[config.mk]
export PLATFORM = sky130hd
export DESIGN_NAME = alu_seq_flat
export DESIGN_NICKNAME = d
export VERILOG_FILES = /design/src/rtl/alu_pkg.sv /design/src/rtl/alu_seq_if.sv /design/src/rtl/alu_seq_divider.sv /design/src/rtl/alu_seq.sv /design/src/flat_wrapper.sv
export SDC_FILE = /design/constraint.sdc
export NUM_CORES = 2
export LEC_CHECK = 0
export BUFFER_PORTS_ARGS = -buffer_cell sky130_fd_sc_hd__clkbuf_2
export CAP_MARGIN = 10
export CORE_MARGIN = 2
export CORE_UTILIZATION = 45
export DETAILED_ROUTE_END_ITERATION = 6
export GPL_TIMING_DRIVEN = 0
export PLACE_DENSITY_LB_ADDON = 0.3
export SYNTH_ARGS = -nofsm -noshare
export SYNTH_HDL_FRONTEND = slang
export SYNTH_SLANG_ARGS = --single-unit
[constraint.sdc]
create_clock -name clk -period 9.85 [get_ports clk]
set_input_delay 0 -clock clk [delete_from_list [all_inputs] [get_ports clk]]
set_output_delay 0 -clock clk [all_outputs]
set_load 0.02 [all_outputs]
[src/rtl/alu_pkg.sv]
// Shared opcode and FSM-state encodings for the sequential ALU.
// Also holds the helper that classifies multi-cycle opcodes.
package alu_pkg;

  localparam logic [3:0] OP_ADD   = 4'h0;
  localparam logic [3:0] OP_SUB   = 4'h1;
  localparam logic [3:0] OP_MUL   = 4'h2;
  localparam logic [3:0] OP_DIV   = 4'h3;
  localparam logic [3:0] OP_MOD   = 4'h4;
  localparam logic [3:0] OP_PASSB = 4'h5;
  localparam logic [3:0] OP_POW   = 4'h6;
  localparam logic [3:0] OP_NEG   = 4'h7;
  localparam logic [3:0] OP_OR    = 4'h8;
  localparam logic [3:0] OP_AND   = 4'h9;
  localparam logic [3:0] OP_XOR   = 4'hA;
  localparam logic [3:0] OP_GT    = 4'hB;
  localparam logic [3:0] OP_EQ    = 4'hC;
  localparam logic [3:0] OP_SHL   = 4'hD;
  localparam logic [3:0] OP_SHR   = 4'hE;
  localparam logic [3:0] OP_PASSA = 4'hF;

  localparam logic [1:0] ST_IDLE = 2'd0;
  localparam logic [1:0] ST_BUSY = 2'd1;
  localparam logic [1:0] ST_DONE = 2'd2;

  // Opcodes that occupy the fixed WIDTH+1 cycle iterative path.
  function automatic logic is_iter(input logic [3:0] op);
    return (op == OP_DIV) || (op == OP_MOD) || (op == OP_POW);
  endfunction

endpackage

[src/rtl/alu_seq_if.sv]
// Operand/result handshake bundle between decoder, ALU and writeback.
interface alu_seq_if #(parameter int WIDTH = 32) ();
  logic             in_valid;
  logic             in_ready;
  logic [WIDTH-1:0] in_a;
  logic [WIDTH-1:0] in_b;
  logic [3:0]       in_op;
  logic             out_valid;
  logic             out_ready;
  logic [WIDTH-1:0] out_y;
  logic             out_zero;
  logic             out_dz;

  modport master (
    output in_valid, in_a, in_b, in_op, out_ready,
    input  in_ready, out_valid, out_y, out_zero, out_dz
  );

  modport slave (
    input  in_valid, in_a, in_b, in_op, out_ready,
    output in_ready, out_valid, out_y, out_zero, out_dz
  );
endinterface

[src/rtl/alu_seq_divider.sv]
// Iterative signed restoring divider: magnitudes divided over WIDTH cycles,
// quotient/remainder signs fixed up on the outputs.
module alu_seq_divider #(
  parameter int WIDTH = 32
) (
  input  logic             clk,
  input  logic             rst_n,
  input  logic             start_i,
  input  logic [WIDTH-1:0] a_i,
  input  logic [WIDTH-1:0] b_i,
  output logic [WIDTH-1:0] quo_o,
  output logic [WIDTH-1:0] rem_o,
  output logic             done_o
);
  localparam int CW = $clog2(WIDTH + 1);

  logic [WIDTH-1:0] rem_q, quo_q, div_q;
  logic [CW-1:0]    cnt_q;
  logic             run_q, qneg_q, rneg_q;

  logic [WIDTH-1:0] ua, ub, rem_d, quo_d;
  logic [WIDTH:0]   rem_sh, diff;

  assign ua = a_i[WIDTH-1] ? (~a_i + 1'b1) : a_i;
  assign ub = b_i[WIDTH-1] ? (~b_i + 1'b1) : b_i;

  // Shift next dividend bit into the partial remainder; borrow bit decides restore.
  always_comb begin
    rem_sh = {rem_q, quo_q[WIDTH-1]};
    diff   = rem_sh - {1'b0, div_q};
    quo_d  = {quo_q[WIDTH-2:0], ~diff[WIDTH]};
    rem_d  = diff[WIDTH] ? rem_sh[WIDTH-1:0] : diff[WIDTH-1:0];
  end

  always_ff @(posedge clk) begin
    if (!rst_n) begin
      rem_q  <= '0;
      quo_q  <= '0;
      div_q  <= '0;
      cnt_q  <= '0;
      run_q  <= 1'b0;
      qneg_q <= 1'b0;
      rneg_q <= 1'b0;
    end else if (start_i) begin
      rem_q  <= '0;
      quo_q  <= ua;
      div_q  <= ub;
      cnt_q  <= CW'(WIDTH);
      run_q  <= 1'b1;
      qneg_q <= a_i[WIDTH-1] ^ b_i[WIDTH-1];
      rneg_q <= a_i[WIDTH-1];
    end else if (run_q) begin
      if (cnt_q != '0) begin
        rem_q <= rem_d;
        quo_q <= quo_d;
        cnt_q <= cnt_q - CW'(1);
      end else begin
        run_q <= 1'b0;
      end
    end
  end

  assign quo_o  = qneg_q ? (~quo_q + 1'b1) : quo_q;
  assign rem_o  = rneg_q ? (~rem_q + 1'b1) : rem_q;
  assign done_o = run_q && (cnt_q == '0);
endmodule

[src/rtl/alu_seq.sv]
// Registered, handshaked ALU: single-cycle ops finish one cycle after accept,
// DIV/MOD/POW run a fixed WIDTH+1 cycles. One op in flight at a time.
module alu_seq
  import alu_pkg::*;
#(
  parameter int WIDTH = 32
) (
  input  logic       clk,
  input  logic       rst_n,
  alu_seq_if.slave   bus
);
  localparam int SHW = $clog2(WIDTH);
  localparam int CW  = $clog2(WIDTH + 1);
  localparam logic [WIDTH-1:0] W_LIM = WIDTH'(WIDTH);

  logic [1:0]       state_q, state_d;
  logic [WIDTH-1:0] a_q, a_d, b_q, b_d, y_q, y_d;
  logic [WIDTH-1:0] acc_q, acc_d, base_q, base_d, exp_q, exp_d;
  logic [3:0]       op_q, op_d;
  logic [CW-1:0]    cnt_q, cnt_d;
  logic             zero_q, zero_d, dz_q, dz_d;

  logic             accept, pow_step, fin, dz_fin;
  logic [WIDTH-1:0] div_quo, div_rem, mul_x, mul_y, mul_p, sq_p, alu_res, y_fin;
  logic             div_done;

  assign accept = (state_q == ST_IDLE) && bus.in_valid;

  alu_seq_divider #(.WIDTH(WIDTH)) u_div (
    .clk     (clk),
    .rst_n   (rst_n),
    .start_i (accept),
    .a_i     (bus.in_a),
    .b_i     (bus.in_b),
    .quo_o   (div_quo),
    .rem_o   (div_rem),
    .done_o  (div_done)
  );

  // The MUL multiplier doubles as the POW accumulate multiplier.
  assign pow_step = (state_q == ST_BUSY) && (op_q == OP_POW);
  assign mul_x    = pow_step ? acc_q  : a_q;
  assign mul_y    = pow_step ? base_q : b_q;
  assign mul_p    = mul_x * mul_y;
  assign sq_p     = base_q * base_q;

  always_comb begin
    alu_res = '0;
    case (op_q)
      OP_ADD:   alu_res = a_q + b_q;
      OP_SUB:   alu_res = a_q - b_q;
      OP_MUL:   alu_res = mul_p;
      OP_PASSB: alu_res = b_q;
      OP_NEG:   alu_res = ~a_q + 1'b1;
      OP_OR:    alu_res = a_q | b_q;
      OP_AND:   alu_res = a_q & b_q;
      OP_XOR:   alu_res = a_q ^ b_q;
      OP_GT:    alu_res = WIDTH'($signed(a_q) > $signed(b_q));
      OP_EQ:    alu_res = WIDTH'(a_q == b_q);
      OP_SHL:   alu_res = (b_q >= W_LIM) ? '0 : (a_q << b_q[SHW-1:0]);
      OP_SHR:   alu_res = (b_q >= W_LIM) ? '0 : (a_q >> b_q[SHW-1:0]);
      OP_PASSA: alu_res = a_q;
      default:  alu_res = '0;
    endcase
  end

  // Exceptional DIV/MOD/POW results override the iterative outcome at completion.
  always_comb begin
    dz_fin = 1'b0;
    y_fin  = alu_res;
    case (op_q)
      OP_DIV: begin
        dz_fin = (b_q == '0);
        y_fin  = dz_fin ? '1 : div_quo;
      end
      OP_MOD: begin
        dz_fin = (b_q == '0);
        y_fin  = dz_fin ? a_q : div_rem;
      end
      OP_POW: begin
        dz_fin = b_q[WIDTH-1];
        y_fin  = dz_fin ? '0 : acc_q;
      end
      default: ;
    endcase
  end

  assign fin = ((op_q == OP_DIV) || (op_q == OP_MOD)) ? div_done : (cnt_q == '0);

  always_comb begin
    state_d = state_q;
    a_d     = a_q;
    b_d     = b_q;
    op_d    = op_q;
    y_d     = y_q;
    zero_d  = zero_q;
    dz_d    = dz_q;
    cnt_d   = cnt_q;
    acc_d   = acc_q;
    base_d  = base_q;
    exp_d   = exp_q;
    case (state_q)
      ST_IDLE: if (accept) begin
        a_d     = bus.in_a;
        b_d     = bus.in_b;
        op_d    = bus.in_op;
        cnt_d   = is_iter(bus.in_op) ? CW'(WIDTH) : '0;
        acc_d   = WIDTH'(1);
        base_d  = bus.in_a;
        exp_d   = bus.in_b;
        state_d = ST_BUSY;
      end
      ST_BUSY: begin
        if (fin) begin
          state_d = ST_DONE;
          y_d     = y_fin;
          dz_d    = dz_fin;
          zero_d  = (y_fin == '0);
        end else if (cnt_q != '0) begin
          cnt_d = cnt_q - CW'(1);
          if (pow_step) begin
            if (exp_q[0]) acc_d = mul_p;
            base_d = sq_p;
            exp_d  = exp_q >> 1;
          end
        end
      end
      ST_DONE: if (bus.out_ready) state_d = ST_IDLE;
      default: state_d = ST_IDLE;
    endcase
  end

  always_ff @(posedge clk) begin
    if (!rst_n) begin
      state_q <= ST_IDLE;
      a_q     <= '0;
      b_q     <= '0;
      op_q    <= OP_ADD;
      y_q     <= '0;
      zero_q  <= 1'b0;
      dz_q    <= 1'b0;
      cnt_q   <= '0;
      acc_q   <= '0;
      base_q  <= '0;
      exp_q   <= '0;
    end else begin
      state_q <= state_d;
      a_q     <= a_d;
      b_q     <= b_d;
      op_q    <= op_d;
      y_q     <= y_d;
      zero_q  <= zero_d;
      dz_q    <= dz_d;
      cnt_q   <= cnt_d;
      acc_q   <= acc_d;
      base_q  <= base_d;
      exp_q   <= exp_d;
    end
  end

  assign bus.in_ready  = (state_q == ST_IDLE);
  assign bus.out_valid = (state_q == ST_DONE);
  assign bus.out_y     = y_q;
  assign bus.out_zero  = zero_q;
  assign bus.out_dz    = dz_q;
endmodule

[src/flat_wrapper.sv]
// flat-port wrapper written by rule: the top's interface ports become plain ports
module alu_seq_flat import alu_pkg::*;
#(
  parameter int WIDTH = 32
)
  (clk, rst_n, bus_in_valid, bus_in_a, bus_in_b, bus_in_op, bus_out_ready, bus_in_ready, bus_out_valid, bus_out_y, bus_out_zero, bus_out_dz);
  alu_seq_if #(.WIDTH(WIDTH)) bus_i ();
  input  logic clk;
  input  logic rst_n;
  input wire logic [$bits(bus_i.in_valid)-1:0] bus_in_valid;
  input wire logic [$bits(bus_i.in_a)-1:0] bus_in_a;
  input wire logic [$bits(bus_i.in_b)-1:0] bus_in_b;
  input wire logic [$bits(bus_i.in_op)-1:0] bus_in_op;
  input wire logic [$bits(bus_i.out_ready)-1:0] bus_out_ready;
  output wire logic [$bits(bus_i.in_ready)-1:0] bus_in_ready;
  output wire logic [$bits(bus_i.out_valid)-1:0] bus_out_valid;
  output wire logic [$bits(bus_i.out_y)-1:0] bus_out_y;
  output wire logic [$bits(bus_i.out_zero)-1:0] bus_out_zero;
  output wire logic [$bits(bus_i.out_dz)-1:0] bus_out_dz;
  assign bus_i.in_valid = bus_in_valid;
  assign bus_i.in_a = bus_in_a;
  assign bus_i.in_b = bus_in_b;
  assign bus_i.in_op = bus_in_op;
  assign bus_i.out_ready = bus_out_ready;
  assign bus_in_ready = bus_i.in_ready;
  assign bus_out_valid = bus_i.out_valid;
  assign bus_out_y = bus_i.out_y;
  assign bus_out_zero = bus_i.out_zero;
  assign bus_out_dz = bus_i.out_dz;
  alu_seq #(.WIDTH(WIDTH)) u_core (.clk(clk), .rst_n(rst_n), .bus(bus_i));
endmodule
# After elaboration in Yosys (flattened, before gate mapping)
# Cells that the tools add are included.
totals:
  ff_bits: 311
  latchBits: 0
  mem_bits_rw: 0
  mem_bits_ro: 0
  inputBits: 72
  output_inout_bits: 36
  elab_cells: 151
  memories: 0
op_classes:
  n_addsub: 10
  mul: 2
  div: 0
  n_lt_le_gt_ge: 2
  eq_ne: 28
  shifts: 2
  mux: 50
  n_bitwise: 11
  reduce_logical: 27
ops:
  columns: ["operator", "count"]
  rows:
  - ["$mux 32", 28]
  - ["$pmux 32 s13", 1]
  - ["$pmux 32 s2", 3]
  - ["$add 32x1->32 const B", 5]
  - ["$not 32->32", 5]
  - ["$pmux 32 s3", 1]
  - ["$logic_not 32->1", 2]
  - ["$mul 32x32->32", 2]
  - ["$mux 6", 7]
  - ["$sub 33x32->33", 1]
  - ["$add 32x32->32", 1]
  - ["$and 32x32->32", 1]
  - ["$eq 32x32->1", 1]
  - ["$eq 4x4->1 const B", 8]
  - ["$ge 32x6->1 const B", 1]
  - ["$gt 32x32->1", 1]
  - ["$or 32x32->32", 1]
  - ["$shl 32x5->32", 1]
  - ["$shr 32x5->32", 1]
  - ["$sub 32x32->32", 1]
  - ["$xor 32x32->32", 1]
  - ["$eq 4x3->1 const B", 6]
  - ["$eq 4x2->1 const B", 3]
  - ["$logic_not 6->1", 2]
  - ["25 further kinds", 48]

# Logic depth before layout (Yosys ltp)
logic_depth:
  word_depth: 9
  ltp_mapped: 41
  mapped_depth_nobuf: 32

# Hierarchy
# A second synthesis with hierarchy kept.
hier_totals:
  hier_cells: 7464
  hier_area_um2: 59082.9
by_module_without_submodules:
  columns: ["module", "instances", "cells_per_inst", "area_per_inst_um2", "seq_area_each_um2"]
  rows:
  - ["alu_seq", 1, 6327, 50454.6, 4124.0]
  - ["alu_seq_divider", 1, 1137, 8628.3, 2102.0]

# Worst setup path before layout
# Ideal clock, no wire load.
synth_timing:
  path_type: "register -> register"
  start: "register u_core.op_q[2]"
  end: "register u_core.zero_q, in the netlist u_core.bus.out_zero"
  setup_ns: 0.087
  arrival_ns: 10.406
  t_required_ns: 9.763
  slack_ns: -0.643
  path_stages_with_launch: 36
  n_path_buf: 9
  synth_period_minus_slack_ns: 10.493
  cell_sequence: "dfxtp_1 clkbuf_1 nor2b_1 buf_2 nand3_1 buf_2 buf_1 buf_1 clkbuf_1 buf_1 clkbuf_1 mux2i_1 nor2_1 fa_1 inv_1 fa_1 fa_1 fa_1 inv_1 fa_1 fa_1 fa_1 fa_1 ha_1 clkbuf_1 nand4_1 o21bai_1 nor2_1 a211oi_1 o31ai_1 xor2_1 a211oi_1 o22ai_1 or3_1 or4_1 o31ai_1"
synth_between:
  elab_chain_len: 7
  elab_cells_between_ends: 26
  cone_classes: "mul (1); eq/ne (15); mux (5); reduce/logical (5)"
synth_rtl:
  columns: ["item", "line", "text"]
  rows:
  - ["start, declared", "alu_seq.sv:19", "logic [3:0] op_q, op_d;"]
  - ["start signal, assigned", "alu_seq.sv:150", "op_q <= op_d;"]
  - ["$eq 4x3->1", "alu_seq.sv:41, alu_seq.sv:71", null]
  - ["$logic_and 1x1->1", "alu_seq.sv:41", "assign pow_step = (state_q == ST_BUSY) && (op_q == OP_POW);"]
  - ["$mux 32 (on tied branches)", "alu_seq.sv:42, alu_seq.sv:43", null]
  - ["$mul 32x32->32", "alu_seq.sv:44", "assign mul_p = mul_x * mul_y;"]
  - ["$pmux 32 s13", "alu_seq.sv:49", "case (op_q)"]
  - ["$pmux 32 s3", "alu_seq.sv:71", "case (op_q)"]
  - ["$logic_not 32->1", "alu_seq.sv:118", "zero_d = (y_fin == '0);"]
  - ["end signal, assigned", "alu_seq.sv:152", "zero_q <= zero_d;"]
  - ["end, declared", "alu_seq.sv:21", "logic zero_q, zero_d, dz_q, dz_d;"]
# Parallel ways exist; a longest one is shown, timed or not.
# A chain may end at the register's enable or synchronous reset.

# Worst setup path in the final report
layout_timing:
  start: "register u_core.a_q[21]"
  end: "register u_core.zero_q, in the netlist u_core.bus.out_zero"
layout_between:
  elab_chain_len: 5
  elab_cells_between_ends: 19
  cone_classes: "add/sub (3); mul (1); order compare (1); eq/ne (1); shift (2); mux (6); bitwise (4); reduce/logical (1)"
layout_rtl:
  columns: ["item", "line", "text"]
  rows:
  - ["start, declared", "alu_seq.sv:17", "logic [WIDTH-1:0] a_q, a_d, b_q, b_d, y_q, y_d;"]
  - ["start signal, assigned", "alu_seq.sv:136", "a_q <= '0;"]
  - ["start signal, assigned", "alu_seq.sv:148", "a_q <= a_d;"]
  - ["$mux 32 (tied with other cells)", "alu_seq.sv:42", "assign mul_x = pow_step ? acc_q : a_q;"]
  - ["$mul 32x32->32 (tied with other cells)", "alu_seq.sv:44", null]
  - ["$pmux 32 s13", "alu_seq.sv:49", null]
  - ["$pmux 32 s3 (*)", "alu_seq.sv:71", null]
  - ["$logic_not 32->1 (*)", "alu_seq.sv:118", null]
# Mark *: on every way between the ends. The rest lies on a longest branch, timed or not.

==> flow_summary_export.csv <==
group,metric,value,unit
outcome,status,"finished, violations left",
outcome,violations,"DRC, setup timing",
placed_design,placed_cells,8907,
yosys,netlist_instances,7120,
timing,fmax,99.67,MHz
cells_and_area,final_layout_size_suffix_gt1_share,9.252,%
power,totalPowerFinal,18730,µW
yosys,synth_nets,8357,
cts,clock_sinks,309,
cells_and_area,fillers,12220,
die,dieArea,130900,µm²
critical_path,endpoint_kind,"flip-flop",
hold_path,hold_class,"in2reg",
yosys,synth_ff_type,"dfxtp_1",
critical_path,worst-setup-path-type,"reg2reg",
die,fp.dieW,361.8,µm
cells_and_area,layoutNonFillerInstCount,9130,
die,die_y,361.8,µm
timing,rsz0062_at_grt,"true",
placed_design,place_ws,-4.099,ns
global_route,antenna_found_initial,22,
route,drc,2,
placed_design,place_area,60420,µm²
die,num_rows,131,
placed_design,hpwl,231.2,mm
critical_path,slowest_delay,1.08,ns
power,ir_worst_vdd,0.0005129,V
critical_path,crit_buf_inv,6,
timing,fin_skew,0.02477,ns
critical_path,cp.arrival,10.53,ns
route,wl_per_cell,31.41,µm
yosys,synth_area_per_cell,8.092,µm²
yosys,synth-async-reset-ratio,0,%
critical_path,start_kind,"flip-flop",
route,routed.top_layer,"met5",
critical_path,cp_slowest_cell,"dfxtp_1",
die,core_area,127400,µm²
route,wl_met3,38.98,mm
cts,clock_latency,0.58,ns
cts,cts_buffers,35,
yosys,syn_area,57610,µm²
power,combPwrFrac,81.1,%
yosys,synth_edf_count,0,
cells_and_area,final_util,50.74,%
route,drtIter0Drc,8487,
route,wl_met2,114.5,mm
cts,clkTransAtPathRegs,0.07,ns
timing,final-max-slew-violation-count,0,
yosys,netlist-cell-type-count,92,
placed_design,gp_congestion,1.102,
global_route,grt_pass1_vias,55950,
power,p_sw,11090,µW
global_route,grt_max_degree,29,
critical_path,required,10.35,ns
cells_and_area,final_nets,8671,
cts,htreeDepth,2,
timing,setup_slack,-0.1831,ns
global_route,grt_remaining_overflow,0,
cts,ctsLongestPathBuffers,3,
power,p_seq_share,11.8,%
route,vias_per_cell,6.321,
timing,slew_headroom,8.593,%
power,intPower,7633,µW
yosys,ys_ff_latch,309,
route,wl,286.8,mm
die,start_util,45.24,%
yosys,yosysWarningCount,0,
route,drt-pass1-iter-count,7,
cells_and_area,area_growth,12.17,%
route,drt-met1-wl,113.0,mm
route,ant_nets,0,
global_route,grt_use_total,42.87,%
power,leakage,0.02909,µW
global_route,grt_pass1_wl,404.0,mm
run,maxCapViolations,0,
timing,tightest_slew,1.371,ns
timing,setup_viol,2,
cts,cts_tree,"done",
route,vias,57710,
power,swShare,59.24,%
critical_path,crit_family,"adder cells",
placed_design,port_buffers,103,
die,ios,108,
timing,hold_viol_final,0,
power,power_frac_clock,7.1,%
cts,cts_root_buffer,"clkbuf_16",
critical_path,cp_max_fo,10,
cells_and_area,design_area,64620,µm²
yosys,synth-seq-area-share,10.74,%
timing,min_period_over_period,101.9,%
power,power.density,289.8,nW/µm²
critical_path,crit_top_cell,"fa_1",
timing,fin_crit,10.03,ns
through the flow:
step	hold slack [ns]	setup TNS (ns)
after floorplan	0.1360	0
after global placement	0.3559	-108.47
after detailed placement	0.3566	-104.80
after CTS	0.05353	-0.1403
after global routing	0.1315	-0.1413
final	0.07882	-0.1845
cell usage in the layout (no fill, tap or decap), types with 70 or more instances in the layout:
cell type,netlist,routed
ha_1,387,377
clkbuf_2,0,143
nand2_1,932,931
mux2_2,77,71
buf_4,1,96
a21oi_1,247,236
mux2i_1,152,120
xnor2_1,218,214
fa_1,778,774
a211oi_1,111,106
and2_1,130,130
a21boi_0,120,119
xor2_1,129,124
dfxtp_1,309,301
o21ai_0,209,199
nand3_1,117,116
dlygate4sd3_1,0,70
nor2_1,644,630
nor3_1,75,73
inv_1,1022,1022
clkbuf_1,369,300
final timing paths:
path                           from                endpoint  slack, ns  depth (start not counted)
max                  u_core.a_q[21]     u_core.bus.out_zero      -0.18                         28
min                    bus_in_b[31]   u_core.u_div.div_q[2]       0.08                          5
max reg2reg          u_core.a_q[21]     u_core.bus.out_zero      -0.18                         28
min reg2reg  u_core.u_div.div_q[31]  u_core.u_div.div_q[31]       0.45                          2
Yosys cell counts (all sizes together), types with 49 or more instances:
cell    count  area, µm²
a21boi    121      908.4
nand2     933       3505
nand3     117      585.6
xnor2     218       1909
buf        74      320.3
a21oi     247       1236
mux2i     152       1521
clkbuf    369       1385
nor3       75      375.4
dfxtp     309       6186
mux2       77      867.1
a211oi    111      833.3
o211ai     59      442.9
inv      1024       3844
nor2b      65      406.6
nor2      644       2417
ha        387       4842
xor2      129       1130
nand2b     60      375.4
and2      130      813.3
a221oi     50      437.9
o21ai     214       1071
o31ai      49      367.9
fa        778      15570
logic make-up (layout without fill, tap and decap cells):
logic type      count (synthesis)  count (layout)  share of synthesized area [%]
xor+xnor                      348             348                          5.314
buf+inv                      1468            1806                          9.638
mux                           267             267                          5.631
simple gates                 2250            2250                          17.43
compound gates               1313            1313                          15.82
flops                         309             309                          10.74
other cells                     0              10                              0
fa+ha+maj                    1165            1165                          35.44
area by class of cell:
type | instances | area [µm²] | share of cell area [%]
Multi-Input combinational cell | 5343 | 47020 | 72.75
Sequential cell | 309 | 6198 | 9.592
Inverter | 1025 | 3847 | 5.954
Timing Repair Buffer | 287 | 2193 | 3.394
Buffer | 433 | 2156 | 3.336
Tap cell | 1662 | 2079 | 3.218
Clock buffer | 46 | 987.2 | 1.528
Clock inverter | 15 | 120.1 | 0.1859
Antenna cell | 10 | 25.02 | 0.03872
state kept, by name, indices dropped and copies added (netlist names):
name and count:
u_core.acc_q 32, u_core.base_q 32, u_core.bus.out_y 32, u_core.exp_q 32
u_core.u_div.div_q 32, u_core.u_div.quo_q 32, u_core.u_div.rem_q 32, u_core.a_q 31
u_core.b_q 31, u_core.cnt_q 6, u_core.u_div.cnt_q 6, u_core.op_q 4
u_core.state_q 2, u_core.bus.out_dz 1, u_core.bus.out_zero 1, u_core.u_div.qneg_q 1
u_core.u_div.rneg_q 1, u_core.u_div.run_q 1
what timing repair did:
item                                    in CTS  in global routing
pin swaps                                   18                 37
cloned                                       0                  3
endpoints found under the setup margin      51                 23
hold buffers                                70                  0
endpoints found under the hold margin      154                  0
resized for setup                          279                161
buffers inserted                            28                 58
power groups by stage:
stage / Sequential (µW) / Combinational, µW / Clock (µW)
floorplan: 1840 / 9260 / 0
global placement: 2140 / 13900 / 0
detailed placement: 2150 / 14100 / 0
CTS: 2130 / 14500 / 1330
global route: 2180 / 16400 / 1360
finish: 2210 / 15200 / 1340
metal layers:
layer | vias up | track usage, %
li1 | 24090 | -
met1 | 28560 | 57.93
met2 | 4133 | 59.98
met3 | 914 | 13.88
met4 | 22 | 24.21
met5 | - | 0.1110
worst reg2reg max path: cells and delay by family (launching register included):
kind,cells,cell delay (ns)
buffers and inverters,6,1.73
muxes,1,0.21
adders and majority gates,9,4.26
AOI/OAI and AO/OA,6,1.22
DFF,1,1.08
xor gates and xnor gates,1,0.18
and+or+nand+nor,5,1.28
(Power assumes the default switching activity.)
